==> src/rtl/tmds_link_controller.sv <==
// rtl/tmds_link_controller.sv - TMDS link bring-up sequencer and control-period token inserter
//
// Ports:
//   i_pixclk, i_reset_n       pixel clock and asynchronous active-low reset
//   i_mmcm_locked, i_enable   clock lock (pixclk domain) and link enable
//   i_de, i_hsync, i_vsync    video timing; syncs ride channel 0 as C0/C1
//   i_tmds_ch0..2             encoded video words (blue, green, red)
//   o_ch0..2, o_clk_ch        words to the data and clock serializers
//   o_ser_reset               active-high reset for all four serializers
//   o_link_up                 high while ACTIVE
//   o_state                   current state (0 IDLE .. 4 ACTIVE)
module tmds_link_controller #(
    parameter int LOCK_STABLE_CYCLES = 1024,
    parameter int SER_RST_CYCLES     = 16,
    parameter int WARMUP_CYCLES      = 64
) (
    input  logic       i_pixclk,
    input  logic       i_reset_n,
    input  logic       i_mmcm_locked,
    input  logic       i_enable,
    input  logic       i_de,
    input  logic       i_hsync,
    input  logic       i_vsync,
    input  logic [9:0] i_tmds_ch0,
    input  logic [9:0] i_tmds_ch1,
    input  logic [9:0] i_tmds_ch2,
    output logic [9:0] o_ch0,
    output logic [9:0] o_ch1,
    output logic [9:0] o_ch2,
    output logic [9:0] o_clk_ch,
    output logic       o_ser_reset,
    output logic       o_link_up,
    output logic [2:0] o_state
);

    localparam int MAX_A = (LOCK_STABLE_CYCLES > SER_RST_CYCLES) ? LOCK_STABLE_CYCLES : SER_RST_CYCLES;
    localparam int MAX_P = (MAX_A > WARMUP_CYCLES) ? MAX_A : WARMUP_CYCLES;
    localparam int CW    = $clog2(MAX_P) + 1;

    localparam logic [CW-1:0] LOCK_LAST   = CW'(LOCK_STABLE_CYCLES - 1);
    localparam logic [CW-1:0] SER_LAST    = CW'(SER_RST_CYCLES - 1);
    localparam logic [CW-1:0] WARMUP_LAST = CW'(WARMUP_CYCLES - 1);

    localparam logic [9:0] TOK_00   = 10'b1101010100;
    localparam logic [9:0] TOK_01   = 10'b0010101011;
    localparam logic [9:0] TOK_10   = 10'b0101010100;
    localparam logic [9:0] TOK_11   = 10'b1010101011;
    localparam logic [9:0] CLK_WORD = 10'b0000011111;

    typedef enum logic [2:0] {
        S_IDLE      = 3'd0,
        S_LOCK_WAIT = 3'd1,
        S_SER_RST   = 3'd2,
        S_WARMUP    = 3'd3,
        S_ACTIVE    = 3'd4
    } state_t;

    state_t        state, next_state;
    logic [CW-1:0] cnt, cnt_d;
    logic [9:0]    ch0_d, ch1_d, ch2_d;
    logic          ser_reset_d, link_up_d;

    function automatic logic [9:0] ctrl_token(input logic c1, input logic c0);
        case ({c1, c0})
            2'b00:   return TOK_00;
            2'b01:   return TOK_01;
            2'b10:   return TOK_10;
            default: return TOK_11;
        endcase
    endfunction

    // State and counter register
    always_ff @(posedge i_pixclk or negedge i_reset_n) begin
        if (!i_reset_n) begin
            state <= S_IDLE;
            cnt   <= '0;
        end else begin
            state <= next_state;
            cnt   <= cnt_d;
        end
    end

    // Next-state logic; abort outranks every count completion
    always_comb begin
        next_state = S_IDLE;
        if (state != S_IDLE && (!i_mmcm_locked || !i_enable)) begin
            next_state = S_IDLE;
        end else begin
            case (state)
                S_IDLE:      next_state = (i_enable && i_mmcm_locked) ? S_LOCK_WAIT : S_IDLE;
                S_LOCK_WAIT: next_state = (cnt >= LOCK_LAST) ? S_SER_RST : S_LOCK_WAIT;
                S_SER_RST:   next_state = (cnt >= SER_LAST) ? S_WARMUP : S_SER_RST;
                S_WARMUP:    next_state = (cnt >= WARMUP_LAST && !i_de) ? S_ACTIVE : S_WARMUP;
                S_ACTIVE:    next_state = S_ACTIVE;
                default:     next_state = S_IDLE;
            endcase
        end
        // Counter restarts on every state entry and saturates rather than wraps
        cnt_d = cnt;
        if (next_state != state || state == S_IDLE)
            cnt_d = '0;
        else if (cnt != '1)
            cnt_d = cnt + 1'b1;
    end

    // Output decode from next_state so outputs move on the same edge as the state
    always_comb begin
        ser_reset_d = 1'b1;
        link_up_d   = 1'b0;
        ch0_d       = TOK_00;
        ch1_d       = TOK_00;
        ch2_d       = TOK_00;
        case (next_state)
            S_WARMUP: begin
                ser_reset_d = 1'b0;
                ch0_d       = ctrl_token(i_vsync, i_hsync);
            end
            S_ACTIVE: begin
                ser_reset_d = 1'b0;
                link_up_d   = 1'b1;
                if (i_de) begin
                    ch0_d = i_tmds_ch0;
                    ch1_d = i_tmds_ch1;
                    ch2_d = i_tmds_ch2;
                end else begin
                    ch0_d = ctrl_token(i_vsync, i_hsync);
                end
            end
            default: ;
        endcase
    end

    always_ff @(posedge i_pixclk or negedge i_reset_n) begin
        if (!i_reset_n) begin
            o_ser_reset <= 1'b1;
            o_link_up   <= 1'b0;
            o_ch0       <= TOK_00;
            o_ch1       <= TOK_00;
            o_ch2       <= TOK_00;
        end else begin
            o_ser_reset <= ser_reset_d;
            o_link_up   <= link_up_d;
            o_ch0       <= ch0_d;
            o_ch1       <= ch1_d;
            o_ch2       <= ch2_d;
        end
    end

    assign o_state  = state;
    assign o_clk_ch = CLK_WORD;

endmodule

==> config.mk <==
export PLATFORM = sky130hd
export DESIGN_NAME = tmds_link_controller
export DESIGN_NICKNAME = d
export VERILOG_FILES = /design/src/rtl/tmds_link_controller.sv
export SDC_FILE = /design/constraint.sdc
export NUM_CORES = 1
export LEC_CHECK = 0
export BUFFER_PORTS_ARGS = -buffer_cell sky130_fd_sc_hd__buf_2
export CAP_MARGIN = 20
export CORE_MARGIN = 2
export CORE_UTILIZATION = 49
export DETAILED_ROUTE_END_ITERATION = 8
export PLACE_DENSITY = 0.78
export SYNTH_ARGS = -nofsm -noshare
export SYNTH_HDL_FRONTEND = slang
export SYNTH_SLANG_ARGS = --single-unit
==> constraint.sdc <==
create_clock -name i_pixclk -period 2.6 [get_ports i_pixclk]
set_input_delay 0 -clock i_pixclk [delete_from_list [all_inputs] [get_ports i_pixclk]]
set_output_delay 0 -clock i_pixclk [all_outputs]
set_load 0.01 [all_outputs]
==> results.ini, run 1 <==
[placed_design]
portBuffers = 71
hpwl_um = 3390
gp_congestion = 0.947
dp_cells = 326
pre_cts_ws_ps = 295

[cells_and_area]
n_antenna_cell = 0
n_fill_cell = 333
final_cells = 366
final_nets = 355
drive_gt1_share_pct = 38.2
seq_area_sq_um = 1170
multiInputGateArea_sq_um = 961
syn2layout_area_growth_pct = 34.8

[sta]
slew_viol_final = 0
hold_viol_final = 0
finClkSkew_ps = 6.95
slew-limit-headroom_pct = 63.5
setup_viol = 0
tns_ps = 0
fmaxAchievable_mhz = 430
setup_ws_ps = 273
min_period_ps = 2330
whs_ps = 48.9
min_period_over_period_pct = 89.5
worst_pin_slew_ps = 544
rsz0062_at_grt = no

[synthesis]
synth_area_leaders = dfrtp_1 (33%), dfstp_2 (19%), buf_4 (3.6%), a21o_1 (3.0%), and2_1 (2.8%)
synth_area_leader_cell = dfrtp_1
post-synth-top-count-cell = dfrtp_1
avgSynthCellArea_sq_um = 10.8
yosys_register_bits = 46
synth_seq_area_share_pct = 51.7
ys_types = 51
synth_edf_count = 0
synthTopCellsByCount = dfrtp_1 (30), dfstp_2 (16), buf_4 (11), nor2_1 (11)
synth_top_cell_area_share_pct = 33.1
synthArstFlopShare_pct = 100
yosys_warnings = 0
yosys_most_used_dff = dfrtp_1
syn_area_sq_um = 2260
postSynthCellCount = 209

[floorplan]
die_x_um = 72.0
core-area_sq_um = 4410
num_rows = 24
fp.dieArea_sq_um = 5180
num_io_pins = 82
start_util_pct = 51.3
die_h_um = 72.0

[drt]
wirelength_um = 5190
drt-initial-drc-count = 71
vias = 1879
firstDrtPassIters = 4
ant_nets = 0
wire_per_inst_um = 14.2
drc = 0
vias_per_cell = 5.13

[critical_path]
crit-reg2reg-launch = cnt[8]$_DFFE_PN0P_
cp_data_arrival_time_ps = 2550
crit_path_end_kind = flop
crit_path_top_delay_cell = or4_4
crit_type = reg -> reg
path_buf_inv = 1
cp_top_family = simple AND/OR/NAND/NOR gates
crit_start = cnt[8]$_DFFE_PN0P_
slowest_delay_ps = 570
crit_path_max_fanout = 6
required_ps = 2820
path_cells = or4_4 -> nor2_4 -> a41oi_4 -> a32o_1 -> a2111o_1 -> buf_4 -> nor3_1
start_kind = flop

[run_status]
outcome = completed

[power]
leakagePower_nw = 1.48
total_power_mw = 1.59
powerDensity_nw_per_um2 = 523
peakVddDrop_mv = 0.288

[clocking]
cts_root_buffer = clkbuf_8
cts_max_level = 2
postCtsSetupBuffers = 0
numClockSinks = 46
cts_tree = built
ctsHoldBuffers = 31
clockBufferDepth = 2
cts.reportedPaths.clkPinSlew_ps = 80
cts_buffers = 5
cts_resized = 0
clk-insertion-delay-late_ps = 300

[grt]
grt_max_degree = 47
grt_antenna_before_repair = 0
overflow = 0
grt_pass1_vias = 1782
grt_pass1_wl_um = 8120
track_usage_pct = 20.4

[run]
drv_cap = 0

[worst_hold_path]
hp-class = in -> async

[kinds of logic (layout without fill, tap and decap cells)]
family	after synthesis	in the layout	share of synthesized area [%]
mux	3	3	1.33
flops	46	46	51.7
other cells	2	10	0.332
buf+inv	28	125	7.18
compound gates	43	43	14.7
xor+xnor	6	6	2.32
fa+ha+maj	5	5	2.76
simple gates	76	76	19.7
[cells in the final DEF (no fill, tap or decap), types with 2 or more instances in the layout]
cell type      netlist  layout
nor3_1               5       5
nor4_1               2       2
a211oi_1             2       2
conb_1               2      10
nand2_1             10      10
buf_4               11       6
nand3_1              6       6
clkbuf_8             0       5
o211ai_1             2       2
xnor2_1              2       2
nor2_1              11      11
mux2i_1              3       3
a311oi_1             2       2
dfrtp_1             30      30
or3_1               10      10
and2_1              10      10
xor2_1               4       4
nand4_1              3       3
a21o_1               9       9
a21oi_1              8       8
buf_2                0      71
ha_1                 5       5
inv_1                8       8
dlygate4sd3_1        0      31
o31ai_1              2       2
o21ai_0              5       5
dfstp_2             16      16
nor2_2               9       9
[worst paths after layout]
path	slack, ps	endpoint	cells after the start
min	50	cnt[1]$_DFFE_PN0P_	2
max reg2reg	270	cnt[5]$_DFFE_PN0P_	7
max in group asynchronous	2050	o_ch2[6]$_DFF_PN1_	3
max	270	cnt[5]$_DFFE_PN0P_	7
min reg2reg	620	cnt[5]$_DFFE_PN0P_	2
min in group i_pixclk	120	o_state[2]$_DFF_PN0_	3
[metal layers]
metal  share of wire (%)  track usage [%]
met5                   0                0
met4                 1.8             8.81
met3                 5.8             4.03
met2                  51             35.3
met1                  41             25.0
[area by class of cell]
| cell class | count | share of cell area, % |
|---|---|---|
| Clock inverter | 3 | 0.820 |
| Multi-Input combinational cell | 143 | 31.5 |
| Sequential cell | 46 | 38.4 |
| Inverter | 8 | 0.984 |
| Clock buffer | 5 | 2.26 |
| Tap cell | 52 | 2.13 |
| Timing Repair Buffer | 109 | 23.9 |
[stage by stage]
stage                     instance area (sq um)  utilization, %
final                                      3050            69.1
after global routing                       3050            69.1
after CTS                                  3030            68.7
after detailed placement                   2630            59.5
after global placement                     2630            59.5
after floorplan                            2290               -
[registers in the layout, indices dropped and copies added (netlist names)]
signal,flops
o_ser_reset,1
o_link_up,1
o_ch2,10
cnt,11
o_state,3
o_ch0,10
o_ch1,10
[where the power goes]
group          leakage, nW  total, mW  switching [mW]  internal (mW)
clock               0.0447      0.444           0.250          0.194
sequential           0.585      0.785          0.0460          0.739
combinational        0.850      0.366           0.199          0.167
No activity file was read; power rests on OpenSTA's default activity.
==> inputs of run 2 (changes only) <==
--- a/config.mk
+++ b/config.mk
@@ -8,9 +8,9 @@
 export BUFFER_PORTS_ARGS = -buffer_cell sky130_fd_sc_hd__buf_2
 export CAP_MARGIN = 20
 export CORE_MARGIN = 2
-export CORE_UTILIZATION = 49
+export CORE_UTILIZATION = 50
 export DETAILED_ROUTE_END_ITERATION = 8
-export PLACE_DENSITY = 0.78
+export PLACE_DENSITY = 0.91
 export SYNTH_ARGS = -nofsm -noshare
 export SYNTH_HDL_FRONTEND = slang
 export SYNTH_SLANG_ARGS = --single-unit
==> constraint.sdc (replaced) <==
create_clock -name i_pixclk -period 3 [get_ports i_pixclk]
set_input_delay 0 -clock i_pixclk [delete_from_list [all_inputs] [get_ports i_pixclk]]
set_output_delay 0 -clock i_pixclk [all_outputs]
set_load 0.01 [all_outputs]
==> run 2 against run 1 <==
Sequential share of layout area increased by 0.29 points. Critical endpoint unchanged. Clock-buffer cell count increased by 1. Flip-flop and latch count unchanged. Maximum frequency decreased by 8.3%. Highest routed layer unchanged. Total power decreased by 15%.
==> results.ini, run 2 (synthesis results as in run 1) <==
[run_status]
outcome = completed

[power]
seqPwrFrac_pct = 49.3
powerDensity_nw_per_um2 = 448
p_int_uw = 936
swShare_pct = 31.0
peakVddDrop_mv = 0.232
leakagePower_nw = 1.47
power_switching_uw = 421
total_power_mw = 1.36
pwr-share-clk_pct = 27.2
p_comb_share_pct = 23.5

[grt]
grt_max_degree = 47
grt_pass1_wl_um = 8560
grt_pass1_vias = 1883
overflow = 0
track_usage_pct = 22.1
grt_antenna_before_repair = 0

[sta]
min_period_over_period_pct = 84.6
setup_viol = 0
min_period_ps = 2540
tns_ps = 0
slew_viol_final = 0
rsz0062_at_grt = no
hold_viol_final = 0
whs_ps = 128
finClkSkew_ps = 10.2
worst_pin_slew_ps = 562
slew-limit-headroom_pct = 62.3
fmaxAchievable_mhz = 394

[floorplan]
die_h_um = 71.3
start_util_pct = 52.0
die_x_um = 71.3
num_io_pins = 82
num_rows = 24
fp.dieArea_sq_um = 5080
core-area_sq_um = 4350

[drt]
vias = 1923
drc = 0
wire_per_inst_um = 14.6
wirelength_um = 5310
ant_nets = 0
firstDrtPassIters = 4
drt-initial-drc-count = 100
vias_per_cell = 5.28

[placed_design]
portBuffers = 71
gp_congestion = 0.887
hpwl_um = 3350

[cells_and_area]
n_fill_cell = 315
largest-register = cnt
final_cell_mix = buf_2 (71), dlygate4sd3_1 (31), dfrtp_1 (30), dfstp_2 (16), nor2_1 (11)
final_nets = 353
largest_register_ff_count = 11
final_common_cell = buf_2
syn2layout_area_growth_pct = 33.8
drive_gt1_share_pct = 37.5
n_antenna_cell = 0

[critical_path]
required_ps = 3160
cp_data_arrival_time_ps = 2690
start_kind = flop
crit_path_max_fanout = 11
crit_type = reg -> reg
crit_path_end_kind = flop

[clocking]
clockBufferDepth = 2
ctsHoldBuffers = 31
cts_tree = built
cts_max_level = 2
numClockSinks = 46
postCtsSetupBuffers = 0
cts.reportedPaths.clkPinSlew_ps = 80
cts_resized = 0
cts_buffers = 5
clk-insertion-delay-late_ps = 300
cts_root_buffer = clkbuf_8

[run]
drv_cap = 0

[worst_hold_path]
hp-class = in -> reg

run 2: final timing paths:
kind                                         start                    to  slack [ps]  depth (start not counted)
worst max-delay path            cnt[0]$_DFFE_PN0P_    cnt[5]$_DFFE_PN0P_         460                          7
worst min-delay path                      i_enable  o_state[2]$_DFF_PN0_         130                          3
worst max register to register  cnt[0]$_DFFE_PN0P_    cnt[5]$_DFFE_PN0P_         460                          7
worst min register to register  cnt[5]$_DFFE_PN0P_    cnt[5]$_DFFE_PN0P_         630                          2
max in group asynchronous                i_reset_n    o_ch1[8]$_DFF_PN1_        2250                          3
min in group asynchronous                i_reset_n  o_state[1]$_DFF_PN0_         170                          2
run 2: area by class of cell:
cell class | count | area [sq um] | share of cell area [%]
sequential | 46 | 1170 | 38.7
multi-input combinational | 143 | 961 | 31.7
timing repair buffer | 107 | 716 | 23.6
clock buffer | 6 | 72.6 | 2.40
tap | 52 | 65.1 | 2.15
inverter | 8 | 30.0 | 0.991
clock inverter | 2 | 13.8 | 0.454
run 2: stage by stage:
stage	worst slack, ps	util (%)	cells	cell area, sq um
detailed placement	480	60.0	324	2610
global placement	572	60.0	324	2610
CTS	472	69.1	363	3010
global route	209	69.6	364	3030
finish	462	69.6	364	3030
floorplan	772	-	217	2290
run 2: power groups by stage:
stage	sequential, mW	clock (mW)	combinational [mW]
finish	0.670	0.369	0.319
global route	0.674	0.408	0.350
CTS	0.670	0.381	0.310
detailed placement	0.681	0	0.278
global placement	0.679	0	0.269
floorplan	0.679	0	0.208
run 2: metal layers:
layer	global-route usage [%]	part of all wire, %	up-vias	wire [um]
li1	-	-	917	-
met1	25.8	38	889	1990
met2	38.3	51	102	2720
met3	4.92	8.5	15	451
met4	10.7	2.6	0	140
met5	0	0	-	0
run 2: worst max-delay path: stages (launching register included):
cell and delay [ps]:
dfrtp_1 470, ha_1 280, and3_1 230, nand3_1 130, a31o_2 300, a2111oi_0 370, a2111o_1 500, nor3_1 110
==> inputs of run 3 (changes only) <==
--- a/config.mk
+++ b/config.mk
@@ -8,9 +8,9 @@
 export BUFFER_PORTS_ARGS = -buffer_cell sky130_fd_sc_hd__buf_2
 export CAP_MARGIN = 20
 export CORE_MARGIN = 2
-export CORE_UTILIZATION = 50
+export CORE_UTILIZATION = 44
 export DETAILED_ROUTE_END_ITERATION = 8
-export PLACE_DENSITY = 0.91
+export PLACE_DENSITY = 0.86
 export SYNTH_ARGS = -nofsm -noshare
 export SYNTH_HDL_FRONTEND = slang
 export SYNTH_SLANG_ARGS = --single-unit
==> constraint.sdc (replaced) <==
create_clock -name i_pixclk -period 2.33 [get_ports i_pixclk]
set_input_delay 0 -clock i_pixclk [delete_from_list [all_inputs] [get_ports i_pixclk]]
set_output_delay 0 -clock i_pixclk [all_outputs]
set_load 0.01 [all_outputs]
==> run 3 against run 2 <==
Non-clock buffer count rose by 8. Clock skew is 3.0 ps lower. Clock-buffer cell count shrank 1. Die area up 13%. Critical path depth stayed put. Clock power up 31%. Global-route usage decreased by 3.3 points.
==> results.ini, run 3 (synthesis results as in run 1) <==
[run_status]
outcome = completed

[placed_design]
gp_congestion = 0.893
post_dp_cell_area_sq_um = 2680
dp_cells = 346
portBuffers = 71
hpwl_um = 3600

[grt]
grt_pass1_vias = 1844
grt_pass1_wl_um = 8060
overflow = 0
grt_antenna_before_repair = 0
grt_max_degree = 47
track_usage_pct = 18.8

[sta]
tns_ps = 0
worst_pin_slew_ps = 557
slew-limit-headroom_pct = 62.6
slew_viol_final = 0
min_period_over_period_pct = 97.7
hold_viol_final = 0
setup_viol = 0
min_period_ps = 2280
fmaxAchievable_mhz = 439
finClkSkew_ps = 7.15

[drt]
wire_per_inst_um = 14.0
vias = 1945
vias_per_cell = 4.99
drt-initial-drc-count = 99
firstDrtPassIters = 4
ant_nets = 0
wirelength_um = 5440
drc = 0

[power]
peakVddDrop_mv = 0.344
powerDensity_nw_per_um2 = 585
leakagePower_nw = 1.51
total_power_mw = 1.85

[clocking]
cts_root_buffer = clkbuf_8
cts_tree = built
clockBufferDepth = 2
clk-insertion-delay-late_ps = 290
cts_max_level = 2
cts_buffers = 5
cts.reportedPaths.clkPinSlew_ps = 90
numClockSinks = 46

[floorplan]
start_util_pct = 44.9
die_x_um = 75.7
fp.dieArea_sq_um = 5740
num_io_pins = 82
die_h_um = 75.7
core-area_sq_um = 5040
num_rows = 26

[cells_and_area]
syn2layout_area_growth_pct = 39.7
largest-register = cnt
drive_gt1_share_pct = 41.6
final_cell_mix = buf_2 (71), dlygate4sd3_1 (31), dfrtp_1 (27), dfstp_2 (16)
n_antenna_cell = 0
final_cells = 390
final_common_cell = buf_2
final_nets = 361
largest_register_ff_count = 11
design_area_sq_um = 3160

[critical_path]
crit_type = reg -> reg
slowest_delay_ps = 540
crit_path_end_kind = flop
start_kind = flop
crit_path_top_delay_cell = or4_4
cp_data_arrival_time_ps = 2480
path_cells = or4_4 -> nor2_4 -> a31o_4 -> a211oi_1 -> a2111o_1 -> buf_12 -> nor3_1
required_ps = 2540
crit_path_max_fanout = 6

[run]
drv_cap = 0

[worst_hold_path]
hp-class = in -> async

-- run 3: cell type report --
type	instances	area (sq um)
Clock buffer	5	68.8
Clock inverter	3	21.3
Fill cell	422	1880
Inverter	8	30.0
Multi-Input combinational cell	143	992
Sequential cell	46	1170
Tap cell	70	87.6
Timing Repair Buffer	115	788
-- run 3: metal layers --
layer | vias to the layer above | track usage, % | part of all wire [%]
met1 | 922 | 22.3 | 39
met3 | 6 | 4.63 | 5.7
met5 | - | 0 | 0
met2 | 89 | 31.8 | 54
li1 | 928 | - | -
met4 | 0 | 8.77 | 1.6
-- run 3: worst paths after layout --
path	slack [ps]	cells after the start	from	to
max reg2reg	50	7	cnt[8]$_DFFE_PN0P_	cnt[5]$_DFFE_PN0P_
min in group i_pixclk	140	3	i_de	o_link_up$_DFF_PN0_
max	50	7	cnt[8]$_DFFE_PN0P_	cnt[5]$_DFFE_PN0P_
min	40	2	i_reset_n	cnt[0]$_DFFE_PN0P_
min reg2reg	640	2	cnt[5]$_DFFE_PN0P_	cnt[5]$_DFFE_PN0P_
max in group asynchronous	1800	3	i_reset_n	o_ch2[8]$_DFF_PN1_
-- run 3: worst max-delay path, delay by kind of cell, from the launching register on --
kind                   cells  cell delay (ps)
buffers and inverters      1              160
AND/OR/NAND/NOR            3              870
flip-flops                 1              390
AO/OA/AOI/OAI              3              770
-- run 3: per-stage QoR --
stage               hold slack (ps)  utilization [%]  worst slack [ps]
finish                         36.5             62.7              53.8
global route                   44.1             62.7             -87.2
CTS                             127             61.6              1.34
detailed placement              199             53.1             -53.1
global placement                197             53.1              58.8
floorplan                      -296                -               102
-- run 3: power breakdown --
group          internal (mW)  switching (mW)
clock                  0.211           0.272
combinational          0.234           0.261
sequential             0.827          0.0460
total                   1.27           0.579
-- run 3: what timing repair did --
action,4_1_cts,5_1_grt
hold buffers,31,0
hold endpoints to repair,60,0
endpoints found under the setup margin,5,19
gates resized for setup,3,6
buffers inserted,2,2
pin swaps,1,3
